$ cat config.mk
export PLATFORM = sky130hd
export DESIGN_NAME = multiplier_iter_flat
export DESIGN_NICKNAME = d
export VERILOG_FILES = /design/src/rtl/multiplier_iter_if.sv /design/src/rtl/multiplier_iter.sv /design/src/flat_wrapper.sv
export SDC_FILE = /design/constraint.sdc
export NUM_CORES = 1
export LEC_CHECK = 0
export CAP_MARGIN = 40
export CORE_UTILIZATION = 54
export DETAILED_ROUTE_END_ITERATION = 10
export PLACE_DENSITY = 0.8
export RECOVER_POWER = 50
export SLEW_MARGIN = 15
export SYNTH_ARGS = -nofsm -noshare
export SYNTH_HDL_FRONTEND = slang
export SYNTH_SLANG_ARGS = --single-unit
$ cat constraint.sdc
create_clock -name clk -period 2.71 [get_ports clk]
set_input_delay 0.542 -clock clk [delete_from_list [all_inputs] [get_ports clk]]
set_output_delay 0.542 -clock clk [all_outputs]
set_load 0.005 [all_outputs]
$ cat src/rtl/multiplier_iter_if.sv
// Operand/result stream bundle for multiplier_iter: request side (A, B, is_signed)
// and result side (ans), each with its own valid/ready pair.
interface multiplier_iter_if #(
  parameter int WIDTH = 6
);
  logic                 in_valid;
  logic                 in_ready;
  logic [WIDTH-1:0]     A;
  logic [WIDTH-1:0]     B;
  logic                 is_signed;
  logic                 out_valid;
  logic                 out_ready;
  logic [2*WIDTH-1:0]   ans;

  modport master (
    output in_valid, A, B, is_signed, out_ready,
    input  in_ready, out_valid, ans
  );

  modport slave (
    input  in_valid, A, B, is_signed, out_ready,
    output in_ready, out_valid, ans
  );
endinterface

$ cat src/rtl/multiplier_iter.sv
// Iterative shift-add WIDTHxWIDTH multiplier (signed/unsigned), one adder reused WIDTH cycles.
// ans valid WIDTH cycles after accept and held until out_ready; operands accepted only when idle.
module multiplier_iter #(
  parameter int WIDTH = 6
) (
  input  logic             clk,
  input  logic             rst,
  multiplier_iter_if.slave bus
);

  localparam int CW = (WIDTH > 1) ? $clog2(WIDTH) : 1;
  localparam logic [CW-1:0] LAST = CW'(WIDTH - 1);

  typedef enum logic [1:0] {IDLE, CALC, DONE} state_t;

  state_t               state;
  state_t               state_nxt;
  logic [WIDTH-1:0]     mcand;
  logic [WIDTH-1:0]     mplier;
  logic [WIDTH-1:0]     acc_hi;
  logic                 neg;
  logic [CW-1:0]        cnt;
  logic [2*WIDTH-1:0]   ans_q;

  logic                 accept;
  logic [WIDTH-1:0]     a_abs;
  logic [WIDTH-1:0]     b_abs;
  logic [WIDTH-1:0]     addend;
  logic [WIDTH:0]       sum;
  logic [2*WIDTH-1:0]   prod;
  logic [2*WIDTH-1:0]   ans_nxt;

  assign accept = bus.in_valid && bus.in_ready;

  // Magnitudes as WIDTH-bit unsigned: the most negative value maps to 2^(WIDTH-1).
  assign a_abs = (bus.is_signed && bus.A[WIDTH-1]) ? -bus.A : bus.A;
  assign b_abs = (bus.is_signed && bus.B[WIDTH-1]) ? -bus.B : bus.B;

  assign addend  = mplier[0] ? mcand : '0;
  assign sum     = {1'b0, acc_hi} + {1'b0, addend};
  // Product as it stands after this cycle's shift; only used on the last step.
  assign prod    = {sum, mplier[WIDTH-1:1]};
  assign ans_nxt = neg ? -prod : prod;

  always_ff @(posedge clk) begin
    if (rst) begin
      state <= IDLE;
    end else begin
      state <= state_nxt;
    end
  end

  always_comb begin
    state_nxt = state;
    case (state)
      IDLE:    if (accept) state_nxt = CALC;
      CALC:    if (cnt == LAST) state_nxt = DONE;
      DONE:    if (bus.out_ready) state_nxt = IDLE;
      default: state_nxt = IDLE;
    endcase
  end

  always_comb begin
    bus.in_ready  = (state == IDLE) && !rst;
    bus.out_valid = (state == DONE);
  end

  always_ff @(posedge clk) begin
    if (rst) begin
      mcand  <= '0;
      mplier <= '0;
      acc_hi <= '0;
      neg    <= 1'b0;
      cnt    <= '0;
      ans_q  <= '0;
    end else begin
      case (state)
        IDLE: begin
          if (accept) begin
            mcand  <= a_abs;
            mplier <= b_abs;
            acc_hi <= '0;
            neg    <= bus.is_signed && (bus.A[WIDTH-1] ^ bus.B[WIDTH-1]);
            cnt    <= '0;
          end
        end
        CALC: begin
          acc_hi <= sum[WIDTH:1];
          mplier <= {sum[0], mplier[WIDTH-1:1]};
          cnt    <= cnt + 1'b1;
          if (cnt == LAST) begin
            ans_q <= ans_nxt;
          end
        end
        default: ;
      endcase
    end
  end

  assign bus.ans = ans_q;

endmodule

$ cat src/flat_wrapper.sv
// flat-port wrapper written by rule: the top's interface ports become plain ports
module multiplier_iter_flat 
#(
  parameter int WIDTH = 6
)
  (clk, rst, bus_in_valid, bus_A, bus_B, bus_is_signed, bus_out_ready, bus_in_ready, bus_out_valid, bus_ans);
  multiplier_iter_if #(.WIDTH(WIDTH)) bus_i ();
  input  logic clk;
  input  logic rst;
  input wire logic [$bits(bus_i.in_valid)-1:0] bus_in_valid;
  input wire logic [$bits(bus_i.A)-1:0] bus_A;
  input wire logic [$bits(bus_i.B)-1:0] bus_B;
  input wire logic [$bits(bus_i.is_signed)-1:0] bus_is_signed;
  input wire logic [$bits(bus_i.out_ready)-1:0] bus_out_ready;
  output wire logic [$bits(bus_i.in_ready)-1:0] bus_in_ready;
  output wire logic [$bits(bus_i.out_valid)-1:0] bus_out_valid;
  output wire logic [$bits(bus_i.ans)-1:0] bus_ans;
  assign bus_i.in_valid = bus_in_valid;
  assign bus_i.A = bus_A;
  assign bus_i.B = bus_B;
  assign bus_i.is_signed = bus_is_signed;
  assign bus_i.out_ready = bus_out_ready;
  assign bus_in_ready = bus_i.in_ready;
  assign bus_out_valid = bus_i.out_valid;
  assign bus_ans = bus_i.ans;
  multiplier_iter #(.WIDTH(WIDTH)) u_core (.clk(clk), .rst(rst), .bus(bus_i));
endmodule
* Yosys cells after proc, flatten, opt, wreduce, memory -nomap -nowiden
Index checks and enable logic that the tools add are counted.
** Word-level totals
- Bits in registers :: 36
- Bits in latches :: 0
- RAM bits :: 0
- ROM bits :: 0
- Input bits :: 17
- Output and inout bits :: 14
- Logic and storage cells :: 45
- Memories kept :: 0
** Operators by class
- Add/sub/neg operators :: 5
- $mul :: 0
- Divide/modulo/power cells :: 0
- Magnitude comparators :: 0
- Eq/ne operators :: 6
- Shift-type cells :: 0
- Mux-type cells :: 14
- Bitwise gates (word level) :: 1
- Reductions and logical operators :: 12
** Operators with widths (count)
- $mux W6 :: 5
- $pmux W6 S2 :: 2
- $mux W12 :: 1
- $neg A12 Y12 :: 1
- $neg A6 Y6 :: 2
- $add A6 B6 Y7 :: 1
- $mux W2 :: 3
- $pmux W2 S3 :: 1
- $pmux W3 S2 :: 1
- $reduce_and A2 Y1 :: 3
- $logic_and A1 B1 Y1 :: 5
- $ne A2 B1 Y1 const B :: 2
- $add A3 B1 Y3 const B :: 1
- $eq A3 B3 Y1 const B :: 1
- $mux W3 :: 1
- $reduce_and A3 Y1 :: 1
- $eq A2 B1 Y1 const B :: 1
- $eq A2 B2 Y1 const B :: 1
- $logic_not A2 Y1 :: 1
- $ne A2 B2 Y1 const B :: 1
- $reduce_bool A2 Y1 :: 1
- $logic_not A1 Y1 :: 1
- $xor A1 B1 Y1 :: 1

* Depth between registers and ports, before layout
- Word-level depth :: 5
- Mapped depth :: 10
- Mapped depth without buffers :: 10

* Worst setup path after synthesis
OpenSTA, ideal clock, no wires.
- Kind :: register to register
- From :: register u_core.mplier[0]
- To :: register u_core.ans_q[10], in the netlist u_core.bus.ans[10]
- Setup time :: 0.086 ns
- Data arrival time :: 2.240 ns
- Data required time :: 2.624 ns
- Setup slack :: 0.385 ns
- Cell stages (with the launch flop) :: 11
- Buffers on the path :: 0
- Period minus slack after synthesis :: 2.325 ns
- Path through :: dfxtp_1 and2_1 ha_1 inv_1 fa_1 nand2b_1 a21oi_1 xor2_1 o31ai_1 xor2_1 a211oi_1
** Between the ends
- Cells in the longest elaborated chain, start to end :: 4
** RTL lines
- start: declaration :: RTL line multiplier_iter.sv:19 : logic [WIDTH-1:0] mplier;
- start signal: assignment :: RTL line multiplier_iter.sv:81 : mplier <= b_abs;
- start signal: assignment :: RTL line multiplier_iter.sv:89 : mplier <= {sum[0], mplier[WIDTH-1:1]};
- $mux W6 (*) :: RTL line multiplier_iter.sv:39 : assign addend = mplier[0] ? mcand : '0;
- $add A6 B6 Y7 (*) :: RTL line multiplier_iter.sv:40 : assign sum = {1'b0, acc_hi} + {1'b0, addend};
- $neg A12 Y12 :: RTL line multiplier_iter.sv:43 : assign ans_nxt = neg ? -prod : prod;
- $mux W12 (*) :: RTL line multiplier_iter.sv:43
- end signal: assignment :: RTL line multiplier_iter.sv:92 : ans_q <= ans_nxt;
- end: declaration :: RTL line multiplier_iter.sv:23 : logic [2*WIDTH-1:0] ans_q;
Mark *: on every way between the ends. The rest lies on a longest branch, timed or not.
A chain may end at the register's enable or synchronous reset.

* Worst setup path after layout
- From :: input rst
- To :: output bus_in_ready
** Between the ends
- Cells in the longest elaborated chain, start to end :: 2
** RTL lines
- start: declaration :: RTL line flat_wrapper.sv:9 : input logic rst;
- $logic_not A1 Y1 :: RTL line multiplier_iter.sv:64 : bus.in_ready = (state == IDLE) && !rst;
- $logic_and A1 B1 Y1 :: RTL line multiplier_iter.sv:64
- end: declaration :: RTL line flat_wrapper.sv:15 : output wire logic [$bits(bus_i.in_ready)-1:0] bus_in_ready;
No other way between the ends.

==> run summary <==
DRC -> 0
die area -> 4060 um2
Hold Crit Class -> reg -> reg
layout cells sized above 1 -> 6.67%
EDFF count, synth -> 0
Starting Density -> 56.3%
Setup Skew -> 0.00567 ns
critical path data required time -> 2.17 ns
RSZ-0062 raised after global routing -> false
Power, Total -> 1150 uW
syn avg cell area -> 8.04 um2
IO buf count -> 30
PD cells -> 459 nW/um2
commonest non-fill, non-tap cell in the layout -> nor2_1
top cell type's share of synthesized area -> 35.0%
Worst slew margin -> 36.9%
area leader, netlist -> dfxtp_1
Crit-path slowest cell -> clkdlybuf4s50_1
Max-Cap Viols -> 0
PostCTS Resize Cnt -> 0
CTS H-tree depth -> 2
ys flop type -> dfxtp_1
crit path cell chain -> dlygate4sd3_1 -> nor3_1 -> clkdlybuf4s50_1
critical path's largest stage delay -> 0.58 ns
worst vdd ir -> 0.337 mV
first-pass GRT wire length -> 7540 um
worst skew pair latency -> 0.29 ns
post-layout minimum cycle time -> 2.51 ns
Global Route Usage Sum -> 23.8%
via count -> 1845
Fin Setup TNS -> 0 ns
crit-path max FO -> 3
initial drt markers -> 144
post-synthesis sequential area ratio -> 35.0%
Vias/cell -> 5.54
ANT nets after route -> 0
endpoint class of the critical path -> primary output
Unique masters post-synth -> 41
most frequent cells in the layout -> nor2_1 (37), dfxtp_1 (35), nand2_1 (27)
worst setup margin -> 0.197 ns
Die W -> 63.8 um
Mapped Area -> 2060 um2
# hold bufs at CTS -> 0
total CTS buffers -> 5
Fmax achieved -> 398 MHz
outcome -> complete, no violations
Fin. Hold Viols -> 0
CP Buf/Inv Count -> 2
Synth Register Bits -> 36
nets -> 313
Rows -> 22
initial antenna violation count -> 0
max-slew violation count -> 0
crit path kind -> in -> out
synth-to-layout area growth -> 21.4%
Placer Congestion -> 0.876
largest net degree at the start of global routing -> 37
clock transition at the registers of the reported paths -> 0.07 ns
placed inst area -> 2400 um2
Die Ht -> 63.8 um
Setup-failing EPs final -> 0
Initial DRT Pass Iterations -> 4
Min Hold Slack -> 0.480 ns
CTS root buf -> clkbuf_8
sinks on the clock net -> 36
Detailed Route WL -> 4420 um
Synth area leaders -> dfxtp_1 (35%), nor2_1 (6.7%), ha_1 (6.7%)
period utilisation layout -> 92.7%
I/O pin cnt -> 31
asr flop ratio synth -> 0%
dpl hpwl -> 3190 um
grt ovf -> 0
core area -> 3660 um2
Worst Setup Start Kind -> primary input
Mapped Nets -> 285
ant diodes -> 0
cell leakage power -> 0.000977 uW
pre-CTS WS -> 0.140 ns
CTS max path bufs -> 2
arrival time worst endpoint -> 1.97 ns
delay-heaviest family, CP -> buffers and inverters
CTS tree -> built
Post CTS Setup Buffer Count -> 0
Gate Count Post-Synth -> 256
final design instance area without fill -> 2500 um2
Syn. warnings -> 0
Routed WL per cell -> 13.3 um
Worst Max-Slew Pin Slew -> 0.946 ns
vias in the first global route -> 1746
==> cells by family (layout without fill, tap and decap cells) <==
family	after synthesis	after routing	synth area share, %
and+or+nand+nor	103	103	24.2
AOI/OAI and AO/OA	55	55	17.6
DFF	36	36	35.0
buffers and inverters	26	55	5.10
xor gates and xnor gates	21	21	8.93
adders and majority gates	12	12	7.65
muxes	3	3	1.46
==> worst min-delay path: cells and delay by family (launching register included) <==
family          cells  cell delay, ns
flops               1            0.32
compound gates      1            0.06
simple gates        1            0.06
==> stage by stage <==
step                      utilization, %  cells
after detailed placement            65.5    325
final                               68.3    333
after global placement              65.5    325
after global routing                68.3    333
after CTS                           67.9    333
after floorplan                        -    256
==> state kept, by name, indices dropped and copies added, names as in the netlist <==
register	flops
u_core.bus.ans	12
u_core.state	2
u_core.neg	1
u_core.cnt	3
u_core.acc_hi	6
u_core.mplier	6
u_core.mcand	6
==> cell type report <==
cell class / count / area [um2]
fill: 350 / 1160
sequential: 36 / 722
multi-input combinational: 194 / 1250
timing repair buffer: 35 / 330
inverter: 12 / 45.0
clock buffer: 8 / 90.1
tap: 48 / 60.1
==> worst paths after layout <==
kind	from	end	slack, ns	cells past startpoint
worst max-delay path	rst	bus_in_ready	0.20	3
worst min register to register	u_core.acc_hi[2]	u_core.acc_hi[2]	0.48	2
worst min-delay path	u_core.acc_hi[2]	u_core.acc_hi[2]	0.48	2
worst max register to register	u_core.mplier[0]	u_core.bus.ans[11]	0.25	9
==> layer usage <==
metal  vias to the layer above  track usage [%]  wire, um
li1                        937                -         -
met1                       852             27.8      1850
met2                        54             42.2      2310
met3                         2             5.89       247
met4                         0             7.67        12
met5                         -                0         0
==> report_power, final <==
group	switching, uW	leakage [uW]	total, uW	internal (uW)
Clock	189	0.0000455	396	207
Sequential	21.5	0.000293	570	549
Combinational	99.0	0.000639	181	82.2
==> synth_stat cells (4+ instances only) <==
library cell,instances
clkbuf_1,12
nand3b_1,5
dfxtp_1,36
a22oi_1,4
nor2_1,37
a211oi_1,10
nand3_1,12
inv_1,12
a21oi_1,18
xnor2_1,7
and2_1,6
nand2_1,27
o21ai_0,9
ha_1,11
xor2_1,14
Power figures use the tool's default switching activity.
